`config.mk`:
```
export PLATFORM = sky130hd
export DESIGN_NAME = cpu_sequencer_flat
export DESIGN_NICKNAME = d
export VERILOG_FILES = /design/src/rtl/cpu_pkg.sv /design/src/rtl/cpu_sequencer_if.sv /design/src/rtl/seq_wait_timer.sv /design/src/rtl/cpu_sequencer.sv /design/src/flat_wrapper.sv
export SDC_FILE = /design/constraint.sdc
export NUM_CORES = 1
export LEC_CHECK = 0
export CAP_MARGIN = 5
export CORE_MARGIN = 2
export CORE_UTILIZATION = 25
export CTS_CLUSTER_DIAMETER = 100
export CTS_CLUSTER_SIZE = 16
export DETAILED_ROUTE_END_ITERATION = 6
export SLEW_MARGIN = 0
export SYNTH_ARGS = -nofsm -noshare
export SYNTH_HDL_FRONTEND = slang
export SYNTH_HIERARCHICAL = 1
export SYNTH_SLANG_ARGS = --single-unit
```
`constraint.sdc`:
```
create_clock -name clk -period 2.7 [get_ports clk]
set_input_delay 0.54 -clock clk [delete_from_list [all_inputs] [get_ports clk]]
set_output_delay 0.54 -clock clk [all_outputs]
set_load 0.05 [all_outputs]
```
`src/rtl/cpu_pkg.sv`:
```
// rtl/cpu_pkg.sv - CPU FSM state encodings shared by the sequencer, its interface and the control unit
package cpu_pkg;

  localparam int STATE_W = 3;

  typedef enum logic [STATE_W-1:0] {
    FETCH      = 3'b000,
    DECODE     = 3'b001,
    EXECUTE    = 3'b010,
    MEMORY     = 3'b011,
    WRITEBACK  = 3'b100,
    HALT_STATE = 3'b101,
    IDLE       = 3'b110,
    ILLEGAL    = 3'b111
  } cpu_state_e;

endpackage

```
`src/rtl/cpu_sequencer_if.sv`:
```
// rtl/cpu_sequencer_if.sv - control-unit to sequencer bus (proposed state in, registered state and strobes out)
interface cpu_sequencer_if #(
  parameter int CNT_W = 16
);
  import cpu_pkg::*;

  logic [STATE_W-1:0] next_state;
  logic               halt;
  logic               mem_ready;
  logic               run;
  logic               step;
  logic [STATE_W-1:0] state;
  logic               mem_req;
  logic               advance;
  logic               idle;
  logic               halted;
  logic               fault;
  logic [CNT_W-1:0]   instr_count;

  // control unit / debug side
  modport master (
    output next_state, halt, mem_ready, run, step,
    input  state, mem_req, advance, idle, halted, fault, instr_count
  );

  // sequencer side
  modport slave (
    input  next_state, halt, mem_ready, run, step,
    output state, mem_req, advance, idle, halted, fault, instr_count
  );

endinterface

```
`src/rtl/seq_wait_timer.sv`:
```
// rtl/seq_wait_timer.sv - memory wait-state watchdog, used only when CPU_SEQ_WATCHDOG_EN is defined
module seq_wait_timer #(
  parameter int TIMEOUT = 8
) (
  input  logic clk,
  input  logic reset,
  input  logic waiting,
  output logic expired
);

  localparam int CW = $clog2(TIMEOUT + 1);

  logic [CW-1:0] wait_cnt;

  // count consecutive stalled memory cycles; any non-stalled cycle restarts the count
  always_ff @(posedge clk or negedge reset) begin
    if (!reset) begin
      wait_cnt <= '0;
    end else if (waiting) begin
      wait_cnt <= wait_cnt + 1'b1;
    end else begin
      wait_cnt <= '0;
    end
  end

  // the TIMEOUT-th stalled cycle expires; mem_ready on that cycle clears waiting and wins
  assign expired = waiting && (wait_cnt == CW'(TIMEOUT - 1));

endmodule

```
`src/rtl/cpu_sequencer.sv`:
```
// rtl/cpu_sequencer.sv - CPU state register with wait states, run/step parking, halt and retire count; watchdog under CPU_SEQ_WATCHDOG_EN
module cpu_sequencer
  import cpu_pkg::*;
#(
  parameter int TIMEOUT = 8,
  parameter int CNT_W   = 16
) (
  input  logic                  clk,
  input  logic                  reset,
  cpu_sequencer_if.slave        bus
);

  cpu_state_e       state_q, state_d;
  logic             step_q, step_d;
  logic             fault_q, fault_d;
  logic             idle_q, halted_q;
  logic [CNT_W-1:0] cnt_q, cnt_d;
  logic             mem_req;
  logic             advance;
  logic             wd_expired;

`ifdef CPU_SEQ_WATCHDOG_EN
  seq_wait_timer #(
    .TIMEOUT (TIMEOUT)
  ) u_wait_timer (
    .clk     (clk),
    .reset   (reset),
    .waiting (mem_req && !bus.mem_ready),
    .expired (wd_expired)
  );
`else
  wire unused_timeout = (TIMEOUT != 0);
  assign wd_expired = 1'b0;
`endif

  // memory strobe and the datapath write-enable gate, both from the current state
  always_comb begin
    mem_req = (state_q == FETCH) || (state_q == MEMORY);
    advance = 1'b0;
    case (state_q)
      FETCH, MEMORY:               advance = bus.mem_ready;
      DECODE, EXECUTE, WRITEBACK:  advance = 1'b1;
      default:                     advance = 1'b0;
    endcase
  end

  // next state, step flag, sticky fault and retire counter
  always_comb begin
    state_d = state_q;
    step_d  = step_q;
    fault_d = fault_q;
    cnt_d   = cnt_q;
    case (state_q)
      IDLE: begin
        if (bus.run) begin
          state_d = FETCH;
        end else if (bus.step) begin
          state_d = FETCH;
          step_d  = 1'b1;
        end
      end
      HALT_STATE: begin
        state_d = HALT_STATE;
      end
      FETCH, DECODE, EXECUTE, MEMORY, WRITEBACK: begin
        if (advance && (bus.halt || bus.next_state == HALT_STATE)) begin
          state_d = HALT_STATE;
        end else if (advance && bus.next_state == ILLEGAL) begin
          state_d = HALT_STATE;
          fault_d = 1'b1;
        end else if (wd_expired) begin
          state_d = HALT_STATE;
          fault_d = 1'b1;
        end else if (advance && bus.next_state == FETCH) begin
          cnt_d = cnt_q + 1'b1;
          if (!bus.run || step_q) begin
            state_d = IDLE;
            step_d  = 1'b0;
          end else begin
            state_d = FETCH;
          end
        end else if (advance) begin
          state_d = cpu_state_e'(bus.next_state);
        end
      end
      default: begin
        // 111 can never be loaded; treat a corrupted register as a fault
        state_d = HALT_STATE;
        fault_d = 1'b1;
      end
    endcase
  end

  // state and status registers; reset parks the core in IDLE at once
  always_ff @(posedge clk or negedge reset) begin
    if (!reset) begin
      state_q  <= IDLE;
      step_q   <= 1'b0;
      fault_q  <= 1'b0;
      cnt_q    <= '0;
      idle_q   <= 1'b1;
      halted_q <= 1'b0;
    end else begin
      state_q  <= state_d;
      step_q   <= step_d;
      fault_q  <= fault_d;
      cnt_q    <= cnt_d;
      idle_q   <= (state_d == IDLE);
      halted_q <= (state_d == HALT_STATE);
    end
  end

  assign bus.state       = state_q;
  assign bus.mem_req     = mem_req;
  assign bus.advance     = advance;
  assign bus.idle        = idle_q;
  assign bus.halted      = halted_q;
  assign bus.fault       = fault_q;
  assign bus.instr_count = cnt_q;

endmodule

```
`src/flat_wrapper.sv`:
```
// flat-port wrapper written by rule: the top's interface ports become plain ports
module cpu_sequencer_flat import cpu_pkg::*;
#(
  parameter int TIMEOUT = 8,
  parameter int CNT_W   = 16
)
  (clk, reset, bus_next_state, bus_halt, bus_mem_ready, bus_run, bus_step, bus_state, bus_mem_req, bus_advance, bus_idle, bus_halted, bus_fault, bus_instr_count);
  cpu_sequencer_if #(.CNT_W(CNT_W)) bus_i ();
  input  logic clk;
  input  logic reset;
  input wire logic [$bits(bus_i.next_state)-1:0] bus_next_state;
  input wire logic [$bits(bus_i.halt)-1:0] bus_halt;
  input wire logic [$bits(bus_i.mem_ready)-1:0] bus_mem_ready;
  input wire logic [$bits(bus_i.run)-1:0] bus_run;
  input wire logic [$bits(bus_i.step)-1:0] bus_step;
  output wire logic [$bits(bus_i.state)-1:0] bus_state;
  output wire logic [$bits(bus_i.mem_req)-1:0] bus_mem_req;
  output wire logic [$bits(bus_i.advance)-1:0] bus_advance;
  output wire logic [$bits(bus_i.idle)-1:0] bus_idle;
  output wire logic [$bits(bus_i.halted)-1:0] bus_halted;
  output wire logic [$bits(bus_i.fault)-1:0] bus_fault;
  output wire logic [$bits(bus_i.instr_count)-1:0] bus_instr_count;
  assign bus_i.next_state = bus_next_state;
  assign bus_i.halt = bus_halt;
  assign bus_i.mem_ready = bus_mem_ready;
  assign bus_i.run = bus_run;
  assign bus_i.step = bus_step;
  assign bus_state = bus_i.state;
  assign bus_mem_req = bus_i.mem_req;
  assign bus_advance = bus_i.advance;
  assign bus_idle = bus_i.idle;
  assign bus_halted = bus_i.halted;
  assign bus_fault = bus_i.fault;
  assign bus_instr_count = bus_i.instr_count;
  cpu_sequencer #(.TIMEOUT(TIMEOUT), .CNT_W(CNT_W)) u_core (.clk(clk), .reset(reset), .bus(bus_i));
endmodule
```
# == Yosys cells after proc, flatten, opt, wreduce, memory -nomap -nowiden ==
# Cells that the tools add are included.
# totals
regBits,23
latchBits,0
ramBits,0
rom_bits,0
out_inout_bits,24
word_cells,63
n_memories,0
# classes
n_addsub,1
multipliers,0
n_div,0
magnitude_cmp,0
eq_ne,17
shift,0
muxes,19
n_bitwise,3
reduce_logical,17
# op_table
op,n
"3-bit == test, second input constant",7
3-bit two-way mux,7
"16-bit by 1-bit adder with 16-bit output, second input constant",1
1-bit two-way mux,8
"2-bit != test, second input constant",4
7-bit AND reduction,1
"3-bit by 2-bit == test with 1-bit output, second input constant",2
3-bit zero test,2
"2-bit by 1-bit != test with 1-bit output, second input constant",3
1-bit case mux with 2 select lines,3
3-bit case mux with 2 select lines,1
5-bit OR reduction,1
4-bit AND reduction,1
2-bit OR reduction,2
"3-bit by 1-bit == test with 1-bit output, second input constant",1
1-bit logical AND,3
1-bit logical OR,3
1-bit NOT,3
3-bit AND reduction,1
3-bit OR reduction,1
2-bit nonzero test,1
1-bit zero test,1

# == Depth between registers and ports, before layout ==
# Gate-level depths: netlist of run 1.
# logic_depth
word_depth,9
mapped_depth,6
mapped_depth_nobuf,5

# == Worst setup path after synthesis of run 1 ==
# No wires, ideal clock.
# synth_path
path_kind,register to output
start,register u_core.state_q[0] (netlist: u_core/bus.state[0])
end,output bus_mem_req
arrival_ns,1.767
t_required_ns,2.160
slack_ns,0.393
stages_incl_launch_ff,4
n_path_buf,1
path_cell_list,dfrtp_1 > clkbuf_1 > xor2_1 > nor2_1
# synth_between
elab_chain_len,2
# synth_rtl
item,line_no,rtl
start: declaration,cpu_sequencer.sv:13,"cpu_state_e state_q, state_d;"
start signal: assignment,cpu_sequencer.sv:104,state_q <= state_d;
3-bit by 2-bit == test with 1-bit output / 3-bit zero test (equally long branches),cpu_sequencer.sv:38,mem_req = (state_q == FETCH) || (state_q == MEMORY);
1-bit logical OR (*),cpu_sequencer.sv:38,
end: declaration,flat_wrapper.sv:17,output wire logic [$bits(bus_i.mem_req)-1:0] bus_mem_req;
# Every way passes the cells marked *; elsewhere a longest branch is shown, timed or not.

# == Worst setup path in the final report of run 1 ==
# layout_path
start,register u_core.state_q[1] (netlist: u_core/bus.state[1])
end,output bus_mem_req
# Same word-level chain as after synthesis.

==> results.cfg, run 1 <==
[outcome]
status = finished clean

[critical_path]
r2r-end = u_core/bus.instr_count[15]$_DFFE_PN0P_
crit_required_ps = 2160
critPathMaxFanout = 8
rr_startpoint = u_core/bus.state[2]$_DFF_PN1_
cp-start-kind = flip-flop
cp-end-kind = output pin
rrSetupSlack_ps = 730
critPathKind = flip-flop to output pin
r2r_cells = 5
cp_data_arrival_time_ps = 1920

[drt]
initialDrtViolationCount = 68
ant_nets = 0
drtPass1Iterations = 4
vias = 988
route.detailed.drc = 0
vias_per_cell = 4.70
wl_mm = 2.65
avgRoutedWirePerCell_um = 12.6

[worst_hold_path]
hold_path_class = flip-flop to flip-flop
hold_end = u_core/bus.instr_count[15]$_DFFE_PN0P_
min_from = u_core/bus.instr_count[15]$_DFFE_PN0P_
min_path_cells = 1

[placement]
dp_cells = 206
gp_congestion = 0.754
portBuffers = 32
dp_hpwl_mm = 1.96

[global_route]
antenna_found_initial = 0
gr-usage-all-layers_pct = 10.8
grt_max_degree = 24
grt_overflow_total = 0
grt_pass1_wl_mm = 4.45
grt_pass1_vias = 960

[clock_tree]
clockBufferDepth = 2
cts_hold_buf = 0
postCtsSetupBuffers = 0
worstSkewPairLatency_ps = 260
cts_sinks = 23
ctsRootBufferMaster = clkbuf_8
numCtsBuffers = 3
clk_pin_slew_ps = 80
cts_resized = 0
cts.htree.levels = 1
cts_tree = built

[sta]
slew_headroom_pct = 66.5
rsz0062_at_grt = no
holdWs_ps = 488
hold_viol_final = 0
finalSetupTns_ps = 0
worst_pin_slew_ps = 501
fmaxAchievable_mhz = 407
slew_viol_final = 0
min_period_over_period_pct = 91.1
skew_ps = 1.78
period_needed_ps = 2460
finalSetupViolCount = 0

[cells_and_area]
layout-drive-gt1-share_pct = 10.3
area_growth_syn_to_layout_pct = 37.2
final_cells = 210
antenna_cells = 0
fin_nets = 167

[power_and_ir_drop]
p_leak_uw = 0.000671
power_density_nw_per_um2 = 381
p_total_uw = 630
vdd_drop_max_mv = 0.281

[logic_synthesis]
synth-seq-area-share_pct = 48.1
synthTopCellsByCount = dfrtp_1, nor2_1, xnor2_1
syn_area_per_cell_um2 = 10.0
yosysUniqueCellTypes = 35
ys_warn_count = 6
synth.most_common_cell = dfrtp_1
yosysTopAreaCell = dfrtp_1
ys_async_sr_fraction_pct = 100
synth.top_cells.by_area = dfrtp_1, xnor2_1, dfstp_2, nor2_1, xor2_1
synth_edf_count = 0
synthFlopType = dfrtp_1
yosysTopAreaCellShare_pct = 41.5
ys_ff_latch = 23
syn_inst = 120
syn_nets = 130
synth_area_um2 = 1200

[die]
fp.dieW_um = 73.4
die_h_um = 73.4
row_count = 25
num_io_pins = 33
initial_core_util_pct = 25.7
die_area_um2 = 5390
coreArea_um2 = 4690

[flow_run]
max_cap_violations = 0
==> registers in the layout (all words and copies together), names as in the netlist <==
signal,cells
u_core/bus.instr_count,16
u_core/bus.state,3
u_core/bus.fault,1
u_core/bus.halted,1
u_core/bus.idle,1
u_core/step_q,1
==> power breakdown <==
group          internal, uW  switching [uW]
Sequential              349            6.30
Combinational          25.1            37.0
Clock                   103             110
Total                   477             154
==> through the flow <==
step                utilization, %  setup WS (ps)  area (um^2)
floorplan                        -            393         1200
global placement              34.2            419         1610
detailed placement            34.2            347         1610
CTS                           35.2            211         1650
global route                  35.2            147         1650
finish                        35.2            241         1650
==> placed cells by master, fill, tap and decap left out, drive strengths merged, types with 2 or more instances in the layout <==
cell type and n:
a211oi 3, a21oi 5, and3 2, buf 4, clkbuf 3, clkdlybuf4s50 31
dfrtp 20, dfstp 3, inv 7, nand2 8, nand2b 3, nand3 7
nand4 5, nor2 15, nor2b 2, nor3 2, o21ai 4, xnor2 10
xor2 7
==> critical path, stage by stage, from the launching register on <==
cell             delay, ps
dfstp_2                660
xor2_1                 100
nor2_1                 100
clkdlybuf4s50_1        810
==> kinds of logic after synthesis <==
family	count (synthesis)	synth area share (%)
adders and majority gates	1	1.04
AOI/OAI and AO/OA	24	15.3
buffers and inverters	10	3.74
DFF	23	48.1
muxes	1	0.935
xor gates and xnor gates	17	13.0
and+or+nand+nor	44	18.0
==> worst max-delay path by stage <==
stage                     slack, ps  cells after the start                                endpoint                          start
after detailed placement        350                      6  u_core/bus.instr_count[15]$_DFFE_PN0P_                       bus_halt
final                           240                      3                             bus_mem_req  u_core/bus.state[1]$_DFF_PN1_
after floorplan                 390                      3                             bus_mem_req  u_core/bus.state[0]$_DFF_PN0_
after CTS                       210                      3                             bus_mem_req  u_core/bus.state[1]$_DFF_PN1_
after global placement          420                      6  u_core/bus.instr_count[15]$_DFFE_PN0P_                       bus_halt
after global routing            150                      3                             bus_mem_req  u_core/bus.state[1]$_DFF_PN1_
==> cell type report <==
cell class,instances,area (um^2)
multi-input cells,87,581
clock buffers,3,41.3
clock inverters,1,5.00
fillers,497,3040
flip-flops and latches,23,579
repair buffers,35,353
inverters,7,26.3
well taps,54,67.6
==> per-layer routing <==
layer | up-vias | GRT usage (%) | share of wire [%]
met5 | - | 0 | 0
met4 | 0 | 3.03 | 0.79
met1 | 475 | 14.7 | 48
met3 | 2 | 3.29 | 4.7
met2 | 21 | 16.5 | 46
li1 | 490 | - | -
No activity file was read; power rests on OpenSTA's default activity.
==> run 2, diff against run 1 <==
CORE_ASPECT_RATIO = 1.1   (was default)
==> run 2 against run 1 <==
  * Sequential power barely moved
  * Utilization rose by 0.36 points
  * Largest cell class unchanged
  * Clock skew rose by 2.0 ps
  * Register-to-register slack improved by 30 ps
  * Critical path type unchanged
  * Sequential share of layout area fell by 0.053 points
==> results.cfg, run 2 (same netlist as run 1, synthesis figures left out) <==
[drt]
ant_nets = 0
wl_mm = 2.49
route.detailed.drc = 0
avgRoutedWirePerCell_um = 11.8
vias = 973
vias_per_cell = 4.59
initialDrtViolationCount = 63
drtPass1Iterations = 4

[global_route]
grt.met1_usage_pct = 12.6
grt_max_degree = 24
grt_pass1_vias = 990
gr-usage-all-layers_pct = 9.81
grt_overflow_total = 0
use_met2_pct = 16.6
grt_pass1_wl_mm = 4.42
use_met3_pct = 2.37
antenna_found_initial = 0
top_usage_layer = met2

[power_and_ir_drop]
p_leak_uw = 0.000671
p_comb_share_pct = 9.9
p_sw_share_pct = 23.9
p_seq_share_pct = 56.7
vdd_drop_max_mv = 0.217
switchingPower_uw = 150
p_int_uw = 476
p_clk_share_pct = 33.5
power_density_nw_per_um2 = 378

[sta]
finalSetupViolCount = 0
min_period_over_period_pct = 89.8
worst_pin_slew_ps = 501
finalSetupTns_ps = 0
hold_viol_final = 0
skew_ps = 3.80
slew_viol_final = 0
period_needed_ps = 2430
holdWs_ps = 484
postLayoutSetupSlackWorst_ps = 274
fmaxAchievable_mhz = 412
rsz0062_at_grt = no
slew_headroom_pct = 66.5

[critical_path]
worst_path_max_delay_cell = clkdlybuf4s50_1
crit_family = buffers and inverters
crit_required_ps = 2160
cp_data_arrival_time_ps = 1890
path_buf_inv = 1
path_cells = xor2_1 > nor2_1 > clkdlybuf4s50_1
cp-start-kind = flip-flop
critPathMaxFanout = 8
worstSetupStartpoint = u_core/bus.state[1]$_DFF_PN1_
worst_path_largest_cell_delay_ps = 810
critPathKind = flip-flop to output pin
cp-end-kind = output pin
rr_startpoint = u_core/bus.state[2]$_DFF_PN1_

[cells_and_area]
final_cells = 212
layout_commonest_cell = clkdlybuf4s50_1
multiInputGateArea_um2 = 581
antenna_cells = 0
seqCellArea_um2 = 579
fill_cells = 486
largest_reg_flops = 16
area_growth_syn_to_layout_pct = 37.4
mostFrequentLayoutCells = clkdlybuf4s50_1, dfrtp_1, nor2_1
fin_nets = 167
layout-drive-gt1-share_pct = 10.3

[clock_tree]
clockBufferDepth = 2
postCtsSetupBuffers = 0
cts_tree = built
worstSkewPairLatency_ps = 260
clk_pin_slew_ps = 80
cts_resized = 0
numCtsBuffers = 3
cts_hold_buf = 0
cts.htree.levels = 1
ctsRootBufferMaster = clkbuf_8
cts_sinks = 23

[placement]
dp_hpwl_mm = 1.90
gp_congestion = 0.800
portBuffers = 32
post-place-ws_ps = 365
dp_cells = 208

[die]
fp.dieW_um = 70.2
die_area_um2 = 5390
num_io_pins = 33
initial_core_util_pct = 25.9
row_count = 26
die_h_um = 76.8
coreArea_um2 = 4650

[worst_hold_path]
hold_path_class = flip-flop to flip-flop
min_from = u_core/bus.fault$_DFFE_PN0P_

[flow_run]
max_cap_violations = 0

[outcome]
status = finished clean
[run 2: cell counts in the layout (fill, tap and decap cells not counted)]
Identical to the previous run, type by type.
[run 2: layout make-up]
class                           instances  share of cell area [%]
Tap cell                               56                    4.23
Multi-Input combinational cell         87                    35.1
Clock buffer                            3                    2.49
Sequential cell                        23                    35.0
Timing Repair Buffer                   35                    21.3
Clock inverter                          1                   0.302
Inverter                                7                    1.59
[run 2: metal layers]
metal	part of all wire (%)	vias up	wire, um
met3	5.3	2	131
met1	47	459	1160
met4	0.68	0	17
met2	48	21	1180
li1	-	491	-
met5	0	-	0
[run 2: worst paths after layout]
check	end	slack [ps]	cells past startpoint
worst min register to register	u_core/bus.fault$_DFFE_PN0P_	480	2
min in group asynchronous	u_core/bus.instr_count[14]$_DFFE_PN0P_	630	2
worst max-delay path	bus_mem_req	270	3
worst min-delay path	u_core/bus.fault$_DFFE_PN0P_	480	2
worst max register to register	u_core/bus.instr_count[15]$_DFFE_PN0P_	760	5
max in group asynchronous	u_core/bus.state[1]$_DFF_PN1_	1790	2
[run 2: worst min-delay path, cell delays in order, from the launching register on]
cell and delay [ps]:
dfrtp_1 360, a31oi_1 40, nand2_1 50
[run 2: through the flow]
step           instance area (um^2)  utilization (%)  power (uW)
6_report                       1660             35.6         626
5_1_grt                        1660             35.6         649
4_1_cts                        1660             35.6         638
3_5_place_dp                   1610             34.6         424
3_3_place_gp                   1610             34.6         424
2_1_floorplan                  1200                -         388
[run 2: power groups by stage]
| stage | Combinational (uW) | Clock, uW | Sequential (uW) |
|---|---|---|---|
| after CTS | 62.8 | 220 | 355 |
| final | 61.7 | 210 | 355 |
| after detailed placement | 62.6 | 0 | 361 |
| after floorplan | 12.3 | 0 | 376 |
| after global routing | 68.0 | 225 | 356 |
| after global placement | 62.3 | 0 | 361 |
==> run 3, diff against run 2 <==
CORE_MARGIN = default   (was 2)
==> run 3 against run 2 <==
  * Critical path depth is the same
  * Utilization stayed put
  * Sequential share of layout area stayed put
  * Die area is 5.4% lower
  * Critical endpoint unchanged
  * Largest power group unchanged
==> results.cfg, run 3 (same netlist as run 1, synthesis figures left out) <==
[outcome]
status = finished clean

[sta]
finalSetupTns_ps = 0
slew_viol_final = 0
finalSetupViolCount = 0
fmaxAchievable_mhz = 408
slew_headroom_pct = 66.9
rsz0062_at_grt = no
period_needed_ps = 2450
min_period_over_period_pct = 90.7
worst_pin_slew_ps = 495
skew_ps = 0.502
hold_viol_final = 0

[critical_path]
r2r-end = u_core/bus.instr_count[15]$_DFFE_PN0P_
cp-start-kind = flip-flop
crit_required_ps = 2160
r2r_cells = 5
rrSetupSlack_ps = 780
critPathMaxFanout = 8
cp_data_arrival_time_ps = 1910
rr_startpoint = u_core/bus.state[2]$_DFF_PN1_
critPathKind = flip-flop to output pin
cp-end-kind = output pin

[cells_and_area]
fin_util_pct = 35.6
multiInputGateArea_um2 = 581
layout-drive-gt1-share_pct = 10.3
fin_nets = 167
layout_commonest_cell = clkdlybuf4s50_1
largest_reg_flops = 16
mostFrequentLayoutCells = clkdlybuf4s50_1, dfrtp_1, nor2_1
fill_cells = 474
antenna_cells = 0
area_growth_syn_to_layout_pct = 37.4
seqCellArea_um2 = 579

[clock_tree]
numCtsBuffers = 3
cts_sinks = 23
cts.htree.levels = 1
postCtsSetupBuffers = 0
cts_hold_buf = 0
cts_resized = 0
clockBufferDepth = 2
ctsRootBufferMaster = clkbuf_8
cts_tree = built
clk_pin_slew_ps = 80
worstSkewPairLatency_ps = 260

[drt]
wl_mm = 2.56
ant_nets = 0
drtPass1Iterations = 4
dr_wl_met2_mm = 1.14
wl_met3_um = 121
route.detailed.drc = 0
vias_per_cell = 4.67
highest_layer = met4
avgRoutedWirePerCell_um = 12.1
initialDrtViolationCount = 66
wl_met1_mm = 1.28
vias = 989

[global_route]
grt_max_degree = 24
grt_pass1_wl_mm = 4.10
grt_overflow_total = 0
antenna_found_initial = 0
gr-usage-all-layers_pct = 10.7
grt_pass1_vias = 879

[worst_hold_path]
min_path_cells = 2
hold_end = u_core/bus.fault$_DFFE_PN0P_
hold_path_class = flip-flop to flip-flop
min_from = u_core/bus.fault$_DFFE_PN0P_

[power_and_ir_drop]
power_density_nw_per_um2 = 382
p_leak_uw = 0.000671
vdd_drop_max_mv = 0.145

[die]
row_count = 26
coreArea_um2 = 4650
num_io_pins = 33
die_area_um2 = 5100
fp.dieW_um = 68.2
initial_core_util_pct = 25.9
die_h_um = 74.8

[flow_run]
max_cap_violations = 0

[placement]
dp_hpwl_mm = 1.89
portBuffers = 32
gp_congestion = 0.807
run 3: cell counts in the layout (fill, tap and decap cells not counted):
Identical to the previous run, type by type.
run 3: worst max path at each step:
stage / from / end / slack, ps
after floorplan: u_core/bus.state[0]$_DFF_PN0_ / bus_mem_req / 390
after global placement: bus_halt / u_core/bus.instr_count[15]$_DFFE_PN0P_ / 410
after detailed placement: bus_halt / u_core/bus.instr_count[15]$_DFFE_PN0P_ / 350
after CTS: u_core/bus.state[1]$_DFF_PN1_ / bus_mem_req / 240
after global routing: u_core/bus.state[1]$_DFF_PN1_ / bus_mem_req / 160
final: u_core/bus.state[1]$_DFF_PN1_ / bus_mem_req / 250
run 3: cell type report:
type	instances	share of cell area, %
Tap cell	56	4.23
Timing Repair Buffer	35	21.3
Sequential cell	23	35.0
Clock buffer	3	2.49
Clock inverter	1	0.302
Inverter	7	1.59
Multi-Input combinational cell	87	35.1
run 3: where the power goes:
| part | internal (uW) | switching [uW] | leakage (uW) | total (uW) |
|---|---|---|---|---|
| Sequential | 349 | 6.23 | 0.000279 | 355 |
| Clock | 103 | 111 | 0.0000255 | 214 |
| Combinational | 25.0 | 37.3 | 0.000367 | 62.3 |
| Total | 477 | 155 | 0.000671 | 632 |
run 3: critical path: stages (launching register included):
cell and delay, ps:
dfstp_2 650, xor2_1 90, nor2_1 90, clkdlybuf4s50_1 800
run 3: per-layer routing:
| layer | global-route usage (%) | up-vias |
|---|---|---|
| met5 | 0 | - |
| met1 | 15.3 | 473 |
| met2 | 15.5 | 25 |
| met3 | 2.27 | 2 |
| li1 | - | 489 |
| met4 | 4.17 | 0 |
run 3: stage by stage:
step | hold slack [ps] | power (uW) | worst slack, ps | std cells | cell area, um^2
CTS | 491 | 639 | 237 | 212 | 1660
finish | 485 | 632 | 251 | 212 | 1660
global route | 511 | 659 | 165 | 212 | 1660
global placement | 471 | 423 | 409 | 208 | 1610
detailed placement | 471 | 424 | 351 | 208 | 1610
floorplan | 244 | 388 | 393 | 120 | 1200
